**src/rtl/sfx_sample_generator.sv**
```systemverilog
`timescale 1ns/1ps
// Four-voice sound-effect source (shot, explosion, invader step, UFO) mixed to a mono saturated sample on both Tx halves.
// Latency: Tx/busy update one Clock after the cycle in which Ready rises; stable otherwise. No backpressure, Ready paces frames.
module sfx_sample_generator #(
    parameter int WIDTH = 16,
    parameter int AMP   = 4096,
    parameter int PER0  = 4,
    parameter int DUR0  = 2000,
    parameter int DUR1  = 4096,
    parameter int PER2  = 40,
    parameter int DUR2  = 1500,
    parameter int PER3  = 12
) (
    input  logic               Clock,
    input  logic               nReset,
    input  logic               onOff,
    input  logic [3:0]         trig,
    input  logic               Ready,
    output logic [2*WIDTH-1:0] Tx,
    output logic [3:0]         busy
);
    localparam logic [0:0] IDLE = 1'b0;
    localparam logic [0:0] PLAY = 1'b1;

    localparam int CW = 16;
    localparam int EW = $clog2(DUR1);
    localparam int MW = WIDTH + 2;

    localparam logic signed [WIDTH-1:0] AMP_P = WIDTH'(AMP);
    localparam logic signed [WIDTH-1:0] AMP_N = -AMP_P;
    localparam logic signed [WIDTH-1:0] MAXW  = {1'b0, {(WIDTH-1){1'b1}}};
    localparam logic signed [WIDTH-1:0] MINW  = {1'b1, {(WIDTH-1){1'b0}}};
    localparam logic signed [MW-1:0]    SMAX  = {3'b000, {(WIDTH-1){1'b1}}};
    localparam logic signed [MW-1:0]    SMIN  = {3'b111, {(WIDTH-1){1'b0}}};

    logic                    ready_q, tick, upd;
    logic [3:0]              trig_m, trig_s;
    logic [2:0]              trig_p, rise, pend;
    logic [15:0]             lfsr;
    logic [3:0]              play;
    logic signed [WIDTH-1:0] voice [4];
    logic signed [MW-1:0]    sum;
    logic signed [WIDTH-1:0] mono;

    assign tick = Ready & ~ready_q;
    assign rise = trig_s[2:0] & ~trig_p;

    always_ff @(posedge Clock or negedge nReset) begin
        if (!nReset) begin
            ready_q <= 1'b0;
            upd     <= 1'b0;
            trig_m  <= '0;
            trig_s  <= '0;
            trig_p  <= '0;
            lfsr    <= 16'hACE1;
        end else begin
            ready_q <= Ready;
            upd     <= tick;
            trig_m  <= trig;
            trig_s  <= trig_m;
            trig_p  <= trig_s[2:0];
            if (tick)
                lfsr <= {1'b0, lfsr[15:1]} ^ (lfsr[0] ? 16'hB400 : 16'h0000);
        end
    end

    // An edge coinciding with a tick is kept for the following tick.
    always_ff @(posedge Clock or negedge nReset) begin
        if (!nReset)
            pend <= '0;
        else if (!onOff)
            pend <= '0;
        else if (tick)
            pend <= rise;
        else
            pend <= pend | rise;
    end

    // Square voices: 0 = shot, 2 = invader step.
    for (genvar g = 0; g < 2; g++) begin : g_sq
        localparam int N   = 2 * g;
        localparam int PER = (g == 0) ? PER0 : PER2;
        localparam int DUR = (g == 0) ? DUR0 : DUR2;

        logic [0:0]    st;
        logic [CW-1:0] ph, rem;
        logic          pol;

        always_ff @(posedge Clock or negedge nReset) begin
            if (!nReset) begin
                st  <= IDLE;
                ph  <= '0;
                rem <= '0;
                pol <= 1'b1;
            end else if (!onOff) begin
                st <= IDLE;
            end else if (tick) begin
                if (pend[N]) begin
                    st  <= PLAY;
                    ph  <= '0;
                    pol <= 1'b1;
                    rem <= CW'(DUR - 1);
                end else if (st == PLAY) begin
                    if (ph == CW'(PER - 1)) begin
                        ph  <= '0;
                        pol <= ~pol;
                    end else begin
                        ph <= ph + 1'b1;
                    end
                    if (rem == '0)
                        st <= IDLE;
                    else
                        rem <= rem - 1'b1;
                end
            end
        end

        assign play[N]  = (st == PLAY);
        assign voice[N] = (st == IDLE) ? '0 : (pol ? AMP_P : AMP_N);
    end

    // Explosion: LFSR-signed noise whose amplitude halves every quarter of its length.
    logic [0:0]              st1;
    logic [CW-1:0]           rem1;
    logic [EW-1:0]           elapsed;
    logic [1:0]              shift1;
    logic signed [WIDTH-1:0] mag1;

    always_ff @(posedge Clock or negedge nReset) begin
        if (!nReset) begin
            st1     <= IDLE;
            rem1    <= '0;
            elapsed <= '0;
        end else if (!onOff) begin
            st1 <= IDLE;
        end else if (tick) begin
            if (pend[1]) begin
                st1     <= PLAY;
                rem1    <= CW'(DUR1 - 1);
                elapsed <= '0;
            end else if (st1 == PLAY) begin
                elapsed <= elapsed + 1'b1;
                if (rem1 == '0)
                    st1 <= IDLE;
                else
                    rem1 <= rem1 - 1'b1;
            end
        end
    end

    assign shift1   = elapsed[EW-1 -: 2];
    assign mag1     = AMP_P >>> shift1;
    assign play[1]  = (st1 == PLAY);
    assign voice[1] = (st1 == IDLE) ? '0 : (lfsr[0] ? mag1 : -mag1);

    // UFO follows the synchronised trigger level, no duration limit.
    logic [0:0]    st3;
    logic [CW-1:0] ph3;
    logic          pol3;

    always_ff @(posedge Clock or negedge nReset) begin
        if (!nReset) begin
            st3  <= IDLE;
            ph3  <= '0;
            pol3 <= 1'b1;
        end else if (!onOff) begin
            st3 <= IDLE;
        end else if (tick) begin
            if (st3 == PLAY) begin
                if (!trig_s[3]) begin
                    st3 <= IDLE;
                end else if (ph3 == CW'(PER3 - 1)) begin
                    ph3  <= '0;
                    pol3 <= ~pol3;
                end else begin
                    ph3 <= ph3 + 1'b1;
                end
            end else if (trig_s[3]) begin
                st3  <= PLAY;
                ph3  <= '0;
                pol3 <= 1'b1;
            end
        end
    end

    assign play[3]  = (st3 == PLAY);
    assign voice[3] = (st3 == IDLE) ? '0 : (pol3 ? AMP_P : AMP_N);

    always_comb begin
        sum = $signed({{2{voice[0][WIDTH-1]}}, voice[0]})
            + $signed({{2{voice[1][WIDTH-1]}}, voice[1]})
            + $signed({{2{voice[2][WIDTH-1]}}, voice[2]})
            + $signed({{2{voice[3][WIDTH-1]}}, voice[3]});
        if (sum > SMAX)
            mono = MAXW;
        else if (sum < SMIN)
            mono = MINW;
        else
            mono = sum[WIDTH-1:0];
    end

    always_ff @(posedge Clock or negedge nReset) begin
        if (!nReset) begin
            Tx   <= '0;
            busy <= '0;
        end else if (!onOff) begin
            Tx   <= '0;
            busy <= '0;
        end else if (upd) begin
            Tx   <= {mono, mono};
            busy <= play;
        end
    end
endmodule

```
**config.mk**
```make
export PLATFORM = sky130hd
export DESIGN_NAME = sfx_sample_generator
export DESIGN_NICKNAME = d
export VERILOG_FILES = /design/src/rtl/sfx_sample_generator.sv
export SDC_FILE = /design/constraint.sdc
export NUM_CORES = 1
export LEC_CHECK = 0
export ABC_CLOCK_PERIOD_IN_PS = 4850
export BUFFER_PORTS_ARGS = -buffer_cell sky130_fd_sc_hd__buf_2
export CORE_UTILIZATION = 60
export CTS_CLUSTER_DIAMETER = 150
export DETAILED_ROUTE_END_ITERATION = 12
export HOLD_SLACK_MARGIN = 0.1
export PLACE_DENSITY = 0.86
export SLEW_MARGIN = 10
export SYNTH_ARGS = -nofsm -noshare
export SYNTH_HDL_FRONTEND = slang
export SYNTH_SLANG_ARGS = --single-unit
export TNS_END_PERCENT = 1
```
**constraint.sdc**
```tcl
create_clock -name Clock -period 4.85 [get_ports Clock]
set_input_delay 1.2125 -clock Clock [delete_from_list [all_inputs] [get_ports Clock]]
set_output_delay 1.2125 -clock Clock [all_outputs]
set_load 0.1 [all_outputs]
```
==> impl_results.md <==
- Status: finished, final reports clean
- Main synth FF type: dfrtp_1
- H-tree depth: 4
- Maxcap violations: 0
- WHS: 0.348 ns
- Synth cell types: 66
- Via Count: approximately 6,300
- Final setup vio count: 0
- Share of layout cells above drive strength 1: approximately 14%
- Worst Tran Pin Value: 1.07 ns
- Post-synthesis sequential area ratio: a little under half
- IO Pins: 44
- First-pass detailed-route iteration total: 5
- Hold endpoint: trig_s[3]
- Setup TNS: 0 ns
- Largest net degree at the start of global routing: between 100 and 150
- WP data required: about 5.2 ns
- Synth area leader: dfrtp_1
- Detail Placement HPWL: about 11,000 µm
- Row count: between 40 and 50
- Area after DPL: around 0.0085 mm²
- Total global-route track usage: 25.3%
- Final Util: between 60 and 70%
- Area of the mapped netlist: about 0.0083 mm²
- Gate Count Post-Synth: around 860
- Cell Pwr Density: 404 mW/mm²
- Final non-filler cell area: about 0.0090 mm²
- Wirelength, routed: around 17,000 µm
- Final Hold Vio Count: 0
- Worst EP arrival: roughly 4.2 ns
- Post-synth EDFFs: 0
- Tmin final: around 3.9 ns
- Final net count: ~900
- Die area: 0.0144 mm²
- Static leakage: 0.00400 µW
- Ranking of synthesized cells by area: dfrtp_1 (44%), xnor2_1 (4.1%), dfstp_2 (3.5%)
- Fin. max-slew vios: 0
- Setup Fix Bufs, Post-CTS: 0
- Final Cycle Share: around 80%
- CP Launch Type: flop
- Flops & latches, synth: 159
- # hold bufs at CTS: 0
- Post-synthesis net count: roughly 900
- Total congestion overflow: 0
- Die X: 120 µm
- DR DRC count: 0
- Async SR Flop Fraction: 100%
- Die Span Y: between 100 and 150 µm
- HP Class: reg2reg
- # fillers: between 1,000 and 1,500
- Hold path start: trig_m[3]
- Critical path type: reg2reg
- Area delta synth->final: 8.49%
- Max Clock Skew: about 0.0067 ns
- Critical path endpoint category: flop
- Slew margin rel.: between 20 and 30%
- Worst R2R Start: elapsed[10]
- # diodes: 0
- Core Box Area: roughly 0.013 mm²
- Top-area cell type share of the netlist area: between 40 and 50%
- CTS tree: yes
- Reg2reg path depth: 15
- Worst Path Max Fanout: 6
- R2r setup slk: 0.98 ns
- CTS Root Cell: clkbuf_16
- Initial antenna violation count: 0
- Syn Area/Cell: 9.72 µm²
- Vias in the first global route: approximately 6,100
- Clk buf depth: 2
- Initial core utilization: a little over 60%
- Placer Congestion: just over 0.8
- Worst-Skew Late Latency: 0.44 ns
- PortBufs: 43
- Critical R2R Capture: Tx[27]
- Post-route ant nets: 0
- Initial DRC count: roughly 550
- Drt wl/cell: ~16 µm
- Max Clk Rate: about 260 MHz
- Gates resized, CTS repair: 0
- Clk pin slew, worst setup/hold paths: 0.07 ns
- Via/cell ratio: between 5 and 6
- Peak VDD IR: between 0.0003 and 0.0004 V
- Worst hold stages: 0
- Sink count of the clock tree: about 160
- Unrepaired setup endpoints after global routing: no
- CTS buffer count: 17
- Yosys warning total: 0
- Global-route wire length before repair: 28,900 µm
==> routing by layer <==
layer / up-vias / track usage [%] / part of all wire [%]
li1: 3061 / - / -
met1: 3084 / 33.2 / 46
met2: 92 / 41.2 / 49
met3: 28 / 5.42 / 3.0
met4: 0 / 9.77 / 1.8
met5: - / 0 / 0
==> worst max-delay path by stage <==
stage                 from  slack (ns)  cells past startpoint  endpoint
2_1_floorplan  elapsed[11]        1.14                     16    Tx[27]
6_report       elapsed[10]        0.98                     15    Tx[27]
3_5_place_dp   elapsed[10]        1.03                     15    Tx[27]
5_1_grt        elapsed[10]        0.73                     15    Tx[27]
3_3_place_gp   elapsed[10]        1.16                     15    Tx[27]
4_1_cts        elapsed[10]        1.01                     15    Tx[27]
==> flip-flops by register name, summed over array words and instances (netlist names), 8 cells and up <==
name,cells
ph3,16
g_sq.rem,32
rem1,16
elapsed,12
lfsr,16
g_sq.ph,32
Tx,8
==> Yosys cell counts (19+ instances only) <==
library cell,count
dfrtp_1,148
nor2_1,76
nand2_1,68
o21ai_0,50
xnor2_1,39
a21oi_1,38
nand3_1,32
inv_1,31
nor3_1,30
clkbuf_1,26
or3_1,25
buf_4,24
nor2b_1,19
==> report_power, final <==
part / internal, µW / leakage, µW / switching (µW)
Sequential: 1540 / 0.00204 / 171
Combinational: 253 / 0.00169 / 427
Clock: 677 / 0.000271 / 595
==> cells in the final DEF, fill, tap and decap left out, types with 5 or more instances in the layout <==
cell,instances
o21ai_0,50
o211ai_1,6
inv_1,31
nor3b_1,5
or2_2,5
nor4_1,14
xor2_1,14
o31ai_1,10
clkbuf_16,17
dfstp_2,11
nand2b_1,11
and3_1,8
buf_2,42
mux2i_1,9
and2_1,5
a21oi_1,38
nor3_1,30
nand3_1,32
o21a_1,5
nor2_1,76
nand4_1,16
buf_4,5
a21o_1,8
or3_1,25
dfrtp_1,148
or4_1,17
nand2_1,68
nor2b_1,19
xnor2_1,39
mux2_2,13
ha_1,17
==> critical path, cell delays in order, from the launching register on <==
cell and delay, ns:
dfrtp_1 0.44, inv_1 0.11, nand2_1 0.08, ha_1 0.21, nand2_1 0.06, nand2_1 0.07, fa_1 0.62, xnor2_1 0.16
ha_1 0.25, ha_1 0.24, fa_1 0.46, a21o_1 0.21, a21oi_1 0.17, xnor2_1 0.14, or3_1 0.44, o211ai_1 0.14
==> cell families (layout without fill, tap and decap cells) <==
group / Yosys count / after routing / share of synthesized area, %
AND/OR/NAND/NOR: 360 / 360 / 23.1
flip-flops: 159 / 159 / 47.9
AO/OA/AOI/OAI: 154 / 154 / 11.8
buffers and inverters: 89 / 111 / 5.31
XOR/XNOR: 53 / 53 / 5.57
multiplexers: 22 / 22 / 2.84
adder cells (fa/ha/maj): 21 / 21 / 3.51
==> final cells by class <==
class	count	area (µm²)	share of cell area, %
clock buffer	19	433	4.78
clock inverter	13	123	1.36
inverter	31	116	1.29
multi-input combinational	610	3900	43.1
sequential	159	3990	44.1
tap	176	220	2.43
timing repair buffer	48	259	2.86
==> through the flow <==
step,setup WS (ns),std cells,power (µW)
after floorplan,1.14,858,2250
final,0.976,1056,3660
after CTS,1.01,1056,3680
after detailed placement,1.03,1024,2400
after global placement,1.16,1024,2360
after global routing,0.727,1056,3840
Power figures use the tool's default switching activity.
